### src/rtl/mem_arbiter.sv
// mem_arbiter: shares one data memory between an instruction-fetch port (I,
// read-only) and a load/store port (D). One access at a time. Each access
// keeps the memory busy for MEM_LAT cycles, then the owning port gets its
// read data and a one-cycle ack. When both ports request in the same IDLE
// cycle, the port that was not granted last wins. All outputs are registered.
//
// Ports:
//   clk, rst                      clock (rising edge), async active-high reset
//   i_req, i_addr                 fetch request / address (held until i_ack)
//   i_rdata, i_ack                fetched word, completion pulse
//   d_req, d_we, d_addr, d_wdata  load/store request (held until d_ack)
//   d_rdata, d_ack                load result, completion pulse
//   mem_address, mem_writedata    memory address / write data
//   mem_read, mem_write           memory strobes
//   mem_readdata                  memory read data (valid while mem_read)
module mem_arbiter #(
  parameter int ADDR_W  = 32,
  parameter int DATA_W  = 32,
  parameter int MEM_LAT = 1
) (
  input  logic              clk,
  input  logic              rst,
  input  logic              i_req,
  input  logic [ADDR_W-1:0] i_addr,
  output logic [DATA_W-1:0] i_rdata,
  output logic              i_ack,
  input  logic              d_req,
  input  logic              d_we,
  input  logic [ADDR_W-1:0] d_addr,
  input  logic [DATA_W-1:0] d_wdata,
  output logic [DATA_W-1:0] d_rdata,
  output logic              d_ack,
  output logic [ADDR_W-1:0] mem_address,
  output logic [DATA_W-1:0] mem_writedata,
  output logic              mem_read,
  output logic              mem_write,
  input  logic [DATA_W-1:0] mem_readdata
);

  typedef enum logic [1:0] {IDLE = 2'd0, BUSY = 2'd1, ACK = 2'd2} state_t;

  localparam logic [3:0] CNT_INIT = 4'(MEM_LAT - 1);
  localparam logic       PORT_I   = 1'b0;
  localparam logic       PORT_D   = 1'b1;
  localparam logic       LAT_ONE  = (MEM_LAT == 1);

  state_t              state_q, state_d;
  logic [3:0]          cnt_q, cnt_d;
  logic                owner_q, owner_d;
  logic                last_grant_q, last_grant_d;
  logic                store_q, store_d;
  logic [ADDR_W-1:0]   mem_address_q, mem_address_d;
  logic [DATA_W-1:0]   mem_writedata_q, mem_writedata_d;
  logic                mem_read_q, mem_read_d;
  logic                mem_write_q, mem_write_d;
  logic [DATA_W-1:0]   i_rdata_q, i_rdata_d;
  logic [DATA_W-1:0]   d_rdata_q, d_rdata_d;
  logic                i_ack_q, i_ack_d;
  logic                d_ack_q, d_ack_d;
  logic                grant_c;
  logic                store_c;

  always_ff @(posedge clk or posedge rst) begin
    if (rst) begin
      state_q         <= IDLE;
      cnt_q           <= 4'd0;
      owner_q         <= PORT_I;
      last_grant_q    <= PORT_I;
      store_q         <= 1'b0;
      mem_address_q   <= '0;
      mem_writedata_q <= '0;
      mem_read_q      <= 1'b0;
      mem_write_q     <= 1'b0;
      i_rdata_q       <= '0;
      d_rdata_q       <= '0;
      i_ack_q         <= 1'b0;
      d_ack_q         <= 1'b0;
    end else begin
      state_q         <= state_d;
      cnt_q           <= cnt_d;
      owner_q         <= owner_d;
      last_grant_q    <= last_grant_d;
      store_q         <= store_d;
      mem_address_q   <= mem_address_d;
      mem_writedata_q <= mem_writedata_d;
      mem_read_q      <= mem_read_d;
      mem_write_q     <= mem_write_d;
      i_rdata_q       <= i_rdata_d;
      d_rdata_q       <= d_rdata_d;
      i_ack_q         <= i_ack_d;
      d_ack_q         <= d_ack_d;
    end
  end

  always_comb begin
    state_d         = state_q;
    cnt_d           = cnt_q;
    owner_d         = owner_q;
    last_grant_d    = last_grant_q;
    store_d         = store_q;
    mem_address_d   = mem_address_q;
    mem_writedata_d = mem_writedata_q;
    mem_read_d      = mem_read_q;
    mem_write_d     = mem_write_q;
    i_rdata_d       = i_rdata_q;
    d_rdata_d       = d_rdata_q;
    i_ack_d         = 1'b0;
    d_ack_d         = 1'b0;
    grant_c         = PORT_I;
    store_c         = 1'b0;

    case (state_q)
      IDLE: begin
        if (i_req || d_req) begin
          // On a tie the port that did not win last time gets the memory.
          grant_c         = (i_req && d_req) ? ~last_grant_q : d_req;
          store_c         = (grant_c == PORT_D) && d_we;
          owner_d         = grant_c;
          last_grant_d    = grant_c;
          store_d         = store_c;
          cnt_d           = CNT_INIT;
          mem_address_d   = (grant_c == PORT_D) ? d_addr : i_addr;
          if (store_c) begin
            mem_writedata_d = d_wdata;
          end
          mem_read_d      = ~store_c;
          // With a one-cycle occupancy the first BUSY cycle is also the last,
          // so the write strobe has to be raised at grant time.
          mem_write_d     = store_c && LAT_ONE;
          state_d         = BUSY;
        end
      end

      BUSY: begin
        if (cnt_q != 4'd0) begin
          cnt_d = cnt_q - 4'd1;
          // Registered strobe: raise it one cycle early so it lands exactly
          // in the final BUSY cycle (cnt == 0).
          if (store_q && (cnt_q == 4'd1)) begin
            mem_write_d = 1'b1;
          end
        end else begin
          if (!store_q) begin
            if (owner_q == PORT_D) begin
              d_rdata_d = mem_readdata;
            end else begin
              i_rdata_d = mem_readdata;
            end
          end
          mem_read_d  = 1'b0;
          mem_write_d = 1'b0;
          if (owner_q == PORT_D) begin
            d_ack_d = 1'b1;
          end else begin
            i_ack_d = 1'b1;
          end
          state_d = ACK;
        end
      end

      ACK: begin
        state_d = IDLE;
      end

      default: begin
        state_d = IDLE;
      end
    endcase
  end

  assign i_rdata       = i_rdata_q;
  assign i_ack         = i_ack_q;
  assign d_rdata       = d_rdata_q;
  assign d_ack         = d_ack_q;
  assign mem_address   = mem_address_q;
  assign mem_writedata = mem_writedata_q;
  assign mem_read      = mem_read_q;
  assign mem_write     = mem_write_q;

endmodule
### config.mk
export PLATFORM = sky130hd
export DESIGN_NAME = mem_arbiter
export DESIGN_NICKNAME = d
export VERILOG_FILES = /design/src/rtl/mem_arbiter.sv
export SDC_FILE = /design/constraint.sdc
export NUM_CORES = 1
export LEC_CHECK = 0
export ABC_CLOCK_PERIOD_IN_PS = 5770
export BUFFER_PORTS_ARGS = -buffer_cell sky130_fd_sc_hd__clkbuf_2
export CAP_MARGIN = 0
export CELL_PAD_IN_SITES_DETAIL_PLACEMENT = 2
export CELL_PAD_IN_SITES_GLOBAL_PLACEMENT = 2
export CORE_MARGIN = 3
export CORE_UTILIZATION = 33
export DETAILED_ROUTE_END_ITERATION = 10
export PLACE_DENSITY_LB_ADDON = 0.1
export SKIP_LAST_GASP = 1
export SYNTH_ARGS = -nofsm -noshare
export SYNTH_HDL_FRONTEND = slang
export SYNTH_SLANG_ARGS = --single-unit
### constraint.sdc
create_clock -name clk -period 5.77 [get_ports clk]
set_input_delay 0.2885 -clock clk [delete_from_list [all_inputs] [get_ports clk]]
set_output_delay 0.2885 -clock clk [all_outputs]
set_load 0.005 [all_outputs]
==> metrics.csv, run 1 <==
metric,value,unit
status,completed,
slew of the pin with the lowest slew margin,1.10,ns
Ys Warns,0,
max incr delay on CP,0.87,ns
first-pass GRT wire length,25.7,mm
Slew Limit Fails,0,
post-CTS sizing,0,
Sw Ratio,31.3,%
Worst EP arrival,2.56,ns
Vias/cell,4.62,
Hold WC Path Type,primary input to asynchronous set/reset pin,
maximum vdd drop,0.216,mV
Starting Density,33.9,%
Antenna Cells,0,
CP Class,flop to flop,
Psw,1430,uW
CTS tree,built,
CTS max path bufs,2,
GRT overflow,0,
synthesized cell area,5890,sq um
HPWL after DPL,12.0,mm
FILL cells,1742,
LEAKAGE,0.00401,uW
final total power,4560,uW
die width,140,um
Final ANT Viol Nets,0,
residual DRC count,0,
core area,17400,sq um
Synth cell types,34,
clock slew at reported path FFs,0.06,ns
internal power,3130,uW
Setup TNS,0,ns
combinational share of power,37.2,%
vias in the first global route,4655,
CTS Sinks,140,
Post-synth EDFFs,0,
final RePlAce weighted congestion,0.778,
top-count cell post-synth,dfrtp_1,
final period utilization,39.3,%
I/O pin count,265,
cts hold-fix bufs,0,
Crit Path Max Fanout,35,
crit path capture type,flop,
final worst path period need,2.27,ns
initial antenna violation count,0,
Site Rows,48,
Synth top cells by count,"dfrtp_1, mux2_2, mux2_4",
"Req. time, crit path",6.06,ns
power per cell area,571,nW/um^2
register bit total from synthesis,140,
Final Routed Wirelength,16.1,mm
fmax,441,MHz
top_reg_cell synth,dfrtp_1,
post-synthesis cell count,361,
Die Y-Extent,140,um
"Slowest-stage cell, CP",a21boi_4,
Via Count,4007,
Placement Cell Area,7400,sq um
drt initial violations,77,
Mapped Nets,496,
Synth area leaders,"dfrtp_1, mux2_2, mux2_4, buf_12, nand4bb_4",
sequential share of power,39.2,%
Port Buffers,264,
RSZ-0062 raised after global routing,false,
Worst-Skew Late Latency,0.41,ns
Max-Slew Margin vs Limit,26.3,%
number of nets in the layout,764,
synth-to-layout area growth,35.6,%
CTS Buf Count,17,
clock network power share,23.6,%
WL/cell,18.6,um
ys async rst share,100,%
DRT Pass-1 Iters,4,
GRT Overall Usage,16.7,%
Fin Clk Skew,0.00758,ns
"Hold Violations, Final",0,
clock root buffer,clkbuf_16,
Finished Cell Area,7980,sq um
post-synth top area share,59.5,%
# H-tree levels,4,
maxcap violations,0,
Finish-stage setup viols,0,
post-CTS setup buffer count,0,
largest net degree at the start of global routing,92,
leading area contributor after synthesis,dfrtp_1,
layout cell share with drive strength beyond 1,72.9,%
Die ar.,19500,sq um
worst path cell trace,a21boi_4 > nand3_1 > buf_4 > mux2_2,
register area share after synthesis,59.5,%
syn avg cell area,16.3,sq um
startpoint types,flop,
layout by cell type (no fill, tap or decap), drive strengths merged, types with 2 or more instances in the layout:
cell / Yosys / layout
clkbuf: 6 / 283
mux2: 162 / 162
dfrtp: 140 / 140
inv: 4 / 6
clkinvlp: 0 / 5
nor2: 5 / 5
clkinv: 0 / 4
nand3: 3 / 3
nor3: 3 / 3
buf: 12 / 3
nand2: 2 / 2
mux2i: 2 / 2
o21a: 2 / 2
o21ai: 2 / 2
ha: 2 / 2
bufinv: 0 / 2
logic make-up (layout without fill, tap and decap cells):
family	Yosys count	count (layout)	synth area share [%]
mux	164	164	33.2
buf+inv	22	303	2.66
simple gates	22	22	2.70
compound gates	11	11	1.47
fa+ha+maj	2	2	0.425
flops	140	140	59.5
metal layers:
metal / wire length (um) / up-vias / share of wire (%) / GRT usage (%)
met5: 0 / - / 0 / 0
met1: 6620 / 2026 / 41 / 19.8
met3: 1310 / 11 / 8.1 / 6.91
met4: 127 / 0 / 0.79 / 3.98
li1: - / 1819 / - / -
met2: 8080 / 151 / 50 / 28.3
power by group through the flow:
stage / Combinational [uW] / Clock, uW / Sequential [uW]
global placement: 1670 / 0 / 1760
finish: 1690 / 1080 / 1790
floorplan: 960 / 0 / 1780
detailed placement: 1730 / 0 / 1800
CTS: 1740 / 1110 / 1790
global route: 1850 / 1160 / 1860
worst paths after layout:
check                                             start                             to  cells past startpoint  slack, ns
setup / recovery               last_grant_q$_DFFE_PP0P_  mem_writedata[29]$_DFFE_PP0P_                      4       3.50
hold / removal                                      rst  mem_writedata[12]$_DFFE_PP0P_                      2       0.04
setup reg to reg               last_grant_q$_DFFE_PP0P_  mem_writedata[29]$_DFFE_PP0P_                      4       3.50
hold reg to reg            mem_writedata[4]$_DFFE_PP0P_   mem_writedata[4]$_DFFE_PP0P_                      1       0.50
max in group asynchronous                           rst           cnt_q[0]$_DFFE_PP0P_                      3       4.52
min in group clk                            d_wdata[23]  mem_writedata[23]$_DFFE_PP0P_                      2       0.10
critical path: cells and delay by family (launching register included):
kind	cells	cell delay (ns)
flip-flops	1	0.46
multiplexers	1	0.33
buffers and inverters	1	0.31
AO/OA/AOI/OAI	1	0.87
AND/OR/NAND/NOR	1	0.15
metrics by stage:
stage	std cells	utilization, %	setup WS [ns]	hold WS (ns)
after floorplan	361	-	1.73	0.434
after global placement	835	42.6	3.57	0.488
after detailed placement	835	42.6	3.46	0.495
after CTS	867	46.0	3.43	0.0750
after global routing	867	46.0	3.28	0.0886
final	867	46.0	3.50	0.0410
cell type report:
cell class | count | area, sq um | share of cell area [%]
Multi-Input combinational cell | 199 | 2250 | 28.2
Tap cell | 225 | 282 | 3.53
Clock buffer | 19 | 443 | 5.55
Sequential cell | 140 | 3500 | 43.9
Clock inverter | 13 | 143 | 1.79
Inverter | 4 | 20.0 | 0.251
Timing Repair Buffer | 267 | 1340 | 16.8
state kept, by name, summed over array words and instances, names as in the netlist:
register / count
state_q: 2
i_ack: 1
d_ack: 1
mem_write: 1
mem_read: 1
store_q: 1
i_rdata: 32
d_rdata: 32
last_grant_q: 1
mem_address: 32
cnt_q: 4
mem_writedata: 32
No activity file was read; power rests on OpenSTA's default activity.
==> run 2: changes to the inputs <==
--- a/config.mk
+++ b/config.mk
@@ -5,13 +5,13 @@
 export SDC_FILE = /design/constraint.sdc
 export NUM_CORES = 1
 export LEC_CHECK = 0
-export ABC_CLOCK_PERIOD_IN_PS = 5770
+export ABC_CLOCK_PERIOD_IN_PS = 2200
 export BUFFER_PORTS_ARGS = -buffer_cell sky130_fd_sc_hd__clkbuf_2
 export CAP_MARGIN = 0
 export CELL_PAD_IN_SITES_DETAIL_PLACEMENT = 2
 export CELL_PAD_IN_SITES_GLOBAL_PLACEMENT = 2
 export CORE_MARGIN = 3
-export CORE_UTILIZATION = 33
+export CORE_UTILIZATION = 31
 export DETAILED_ROUTE_END_ITERATION = 10
 export PLACE_DENSITY_LB_ADDON = 0.1
 export SKIP_LAST_GASP = 1
==> constraint.sdc (replaced) <==
create_clock -name clk -period 2.2 [get_ports clk]
set_input_delay 0.11 -clock clk [delete_from_list [all_inputs] [get_ports clk]]
set_output_delay 0.11 -clock clk [all_outputs]
set_load 0.005 [all_outputs]
==> run 2 against run 1 <==
Net effect:
- global-route usage up 0.47 points
- maximum frequency up 13%
- sequential cell count unchanged
- non-clock buffer count up 71
- highest routed layer unchanged
- core utilization up 1.7 points
- combinational power rose to 2.8 times the previous value
- wire length up 8.1%
- largest cell class unchanged
- worst setup slack worse by 3.3 ns
- cell area up 9.4%
- sequential share of layout area down 3.8 points
==> metrics.csv, run 2 (synthesis gave the netlist of run 1 again) <==
metric,value,unit,change
placed cell count,844,,was 835
GRT overflow,0,,unchanged
Site Rows,49,,was 48
reg-to-reg critical path endpoint,i_rdata[2]$_DFFE_PP0P_,,was mem_writedata[29]$_DFFE_PP0P_
Finish-stage setup viols,0,,unchanged
layout cell share with drive strength beyond 1,66.3,%,was 72.9%
slew of the pin with the lowest slew margin,0.798,ns,was 1.10 ns
startpoint types,flop,,unchanged
largest net degree at the start of global routing,141,,was 92
Die ar.,20700,sq um,was 19500 sq um
CTS Sinks,140,,unchanged
number of nets in the layout,835,,was 764
# H-tree levels,4,,unchanged
WL/cell,18.5,um,was 18.6 um
maxcap violations,0,,unchanged
status,completed,,unchanged
Antenna Cells,0,,unchanged
Setup TNS,0,ns,unchanged
"commonest non-fill, non-tap cell in the layout",clkbuf_2,,unchanged
DRT Pass-1 Iters,4,,unchanged
residual DRC count,0,,unchanged
maximum vdd drop,0.600,mV,was 0.216 mV
Post-Layout Cell Count,942,,was 867
clock root buffer,clkbuf_16,,unchanged
Vias/cell,4.58,,was 4.62
vias in the first global route,4969,,was 4655
drt initial violations,126,,was 77
crit path capture type,flop,,unchanged
Fin Clk Skew,0.00724,ns,was 0.00758 ns
Worst-Skew Late Latency,0.41,ns,about the same
I/O pin count,265,,unchanged
RR Startpoint,cnt_q[0]$_DFFE_PP0P_,,was last_grant_q$_DFFE_PP0P_
CP Class,flop to flop,,unchanged
Crit Path Max Fanout,32,,was 35
fmax,500,MHz,was 441 MHz
Sequential Area,3500,sq um,unchanged
Worst EP arrival,2.30,ns,was 2.56 ns
Final Routed Wirelength,17.5,mm,was 16.1 mm
HPWL after DPL,12.2,mm,was 12.0 mm
Register-to-Register Path Depth,6,,was 4
Hold Crit Start,d_addr[23],,
final period utilization,90.9,%,was 39.3%
Hold Crit Depth,3,,
Final ANT Viol Nets,0,,unchanged
Via Count,4313,,was 4007
GRT Overall Usage,17.1,%,was 16.7%
final worst path period need,2.00,ns,was 2.27 ns
die width,144,um,was 140 um
RSZ-0062 raised after global routing,false,,unchanged
synth-to-layout area growth,48.4,%,was 35.6%
first-pass GRT wire length,27.4,mm,was 25.7 mm
Port Buffers,264,,unchanged
CTS tree,built,,unchanged
CTS max path bufs,2,,unchanged
core area,18300,sq um,was 17400 sq um
Slew Limit Fails,0,,unchanged
highest-count cells in the layout ignoring fill and taps,"clkbuf_2, dfrtp_1, mux2_2",,unchanged
FILL cells,1801,,was 1742
power per cell area,1400,nW/um^2,was 571 nW/um^2
clock slew at reported path FFs,0.06,ns,about the same
Reg2Reg Setup Slack,0.20,ns,was 3.50 ns
Hold WC Path Type,primary input to flop,,was primary input to asynchronous set/reset pin
"Req. time, crit path",2.50,ns,was 6.06 ns
CTS Buf Count,17,,unchanged
post-CTS setup buffer count,0,,unchanged
Starting Density,32.1,%,was 33.9%
LEAKAGE,0.00432,uW,was 0.00401 uW
initial antenna violation count,0,,unchanged
final RePlAce weighted congestion,0.750,,was 0.778
Die Y-Extent,144,um,was 140 um
area of the multi-input gates,2250,sq um,unchanged
"Hold Violations, Final",0,,unchanged
Max-Slew Margin vs Limit,46.8,%,was 26.3%
Worst Hold Endpoint,mem_address[23]$_DFFE_PP0P_,,
-- run 2: final cells by class --
type | instances | area share (%)
Clock buffer | 19 | 5.07
Clock inverter | 13 | 1.63
Inverter | 4 | 0.215
Multi-Input combinational cell | 199 | 25.7
Sequential cell | 140 | 40.1
Tap cell | 229 | 3.28
Timing Repair Buffer | 338 | 24.0
-- run 2: how the worst max path moves through the flow --
| stage | from | slack (ns) | end |
|---|---|---|---|
| floorplan | cnt_q[0]$_DFFE_PP0P_ | 0.28 | i_rdata[0]$_DFFE_PP0P_ |
| global placement | cnt_q[0]$_DFFE_PP0P_ | 0.23 | i_rdata[1]$_DFFE_PP0P_ |
| detailed placement | cnt_q[0]$_DFFE_PP0P_ | 0.19 | i_rdata[2]$_DFFE_PP0P_ |
| CTS | cnt_q[0]$_DFFE_PP0P_ | 0.19 | i_rdata[2]$_DFFE_PP0P_ |
| global route | cnt_q[0]$_DFFE_PP0P_ | 0.1 | d_rdata[14]$_DFFE_PP0P_ |
| finish | cnt_q[0]$_DFFE_PP0P_ | 0.20 | i_rdata[2]$_DFFE_PP0P_ |
-- run 2: per-stage QoR --
| step | cell area (sq um) | power (uW) | util, % | hold WS [ns] | worst slack [ns] |
|---|---|---|---|---|---|
| floorplan | 5890 | 7200 | - | 0.255 | 0.277 |
| global placement | 7490 | 9110 | 40.9 | 0.342 | 0.229 |
| detailed placement | 7490 | 9380 | 40.9 | 0.348 | 0.188 |
| CTS | 8730 | 12400 | 47.6 | 0.0367 | 0.185 |
| global route | 8730 | 13100 | 47.6 | 0.0481 | 0.0985 |
| finish | 8730 | 12200 | 47.6 | 0.0550 | 0.201 |
-- run 2: worst max-delay path, cell delays in order (launching register included) --
cell and delay [ns]:
dfrtp_1 0.42, inv_1 0.08, ha_1 0.22, nand4bb_4 0.16, or4_4 0.45, buf_12 0.21, mux2_4 0.33
-- run 2: power breakdown --
| part | switching [uW] | internal, uW | total (uW) |
|---|---|---|---|
| combinational | 1880 | 2770 | 4650 |
| clock | 1130 | 1710 | 2840 |
| sequential | 824 | 3890 | 4720 |
| total | 3840 | 8370 | 12200 |
-- run 2: what timing repair did --
item,in CTS,in global routing
hold buffers,66,0
endpoints found under the hold margin,237,0
resized for setup,0,0
-- run 2: layer usage --
metal / part of all wire (%) / GRT usage [%] / vias to the layer above
li1: - / - / 1970
met1: 41 / 20.4 / 2175
met2: 51 / 29.8 / 151
met3: 6.6 / 5.42 / 17
met4: 1.4 / 5.00 / 0
met5: 0 / 0 / -
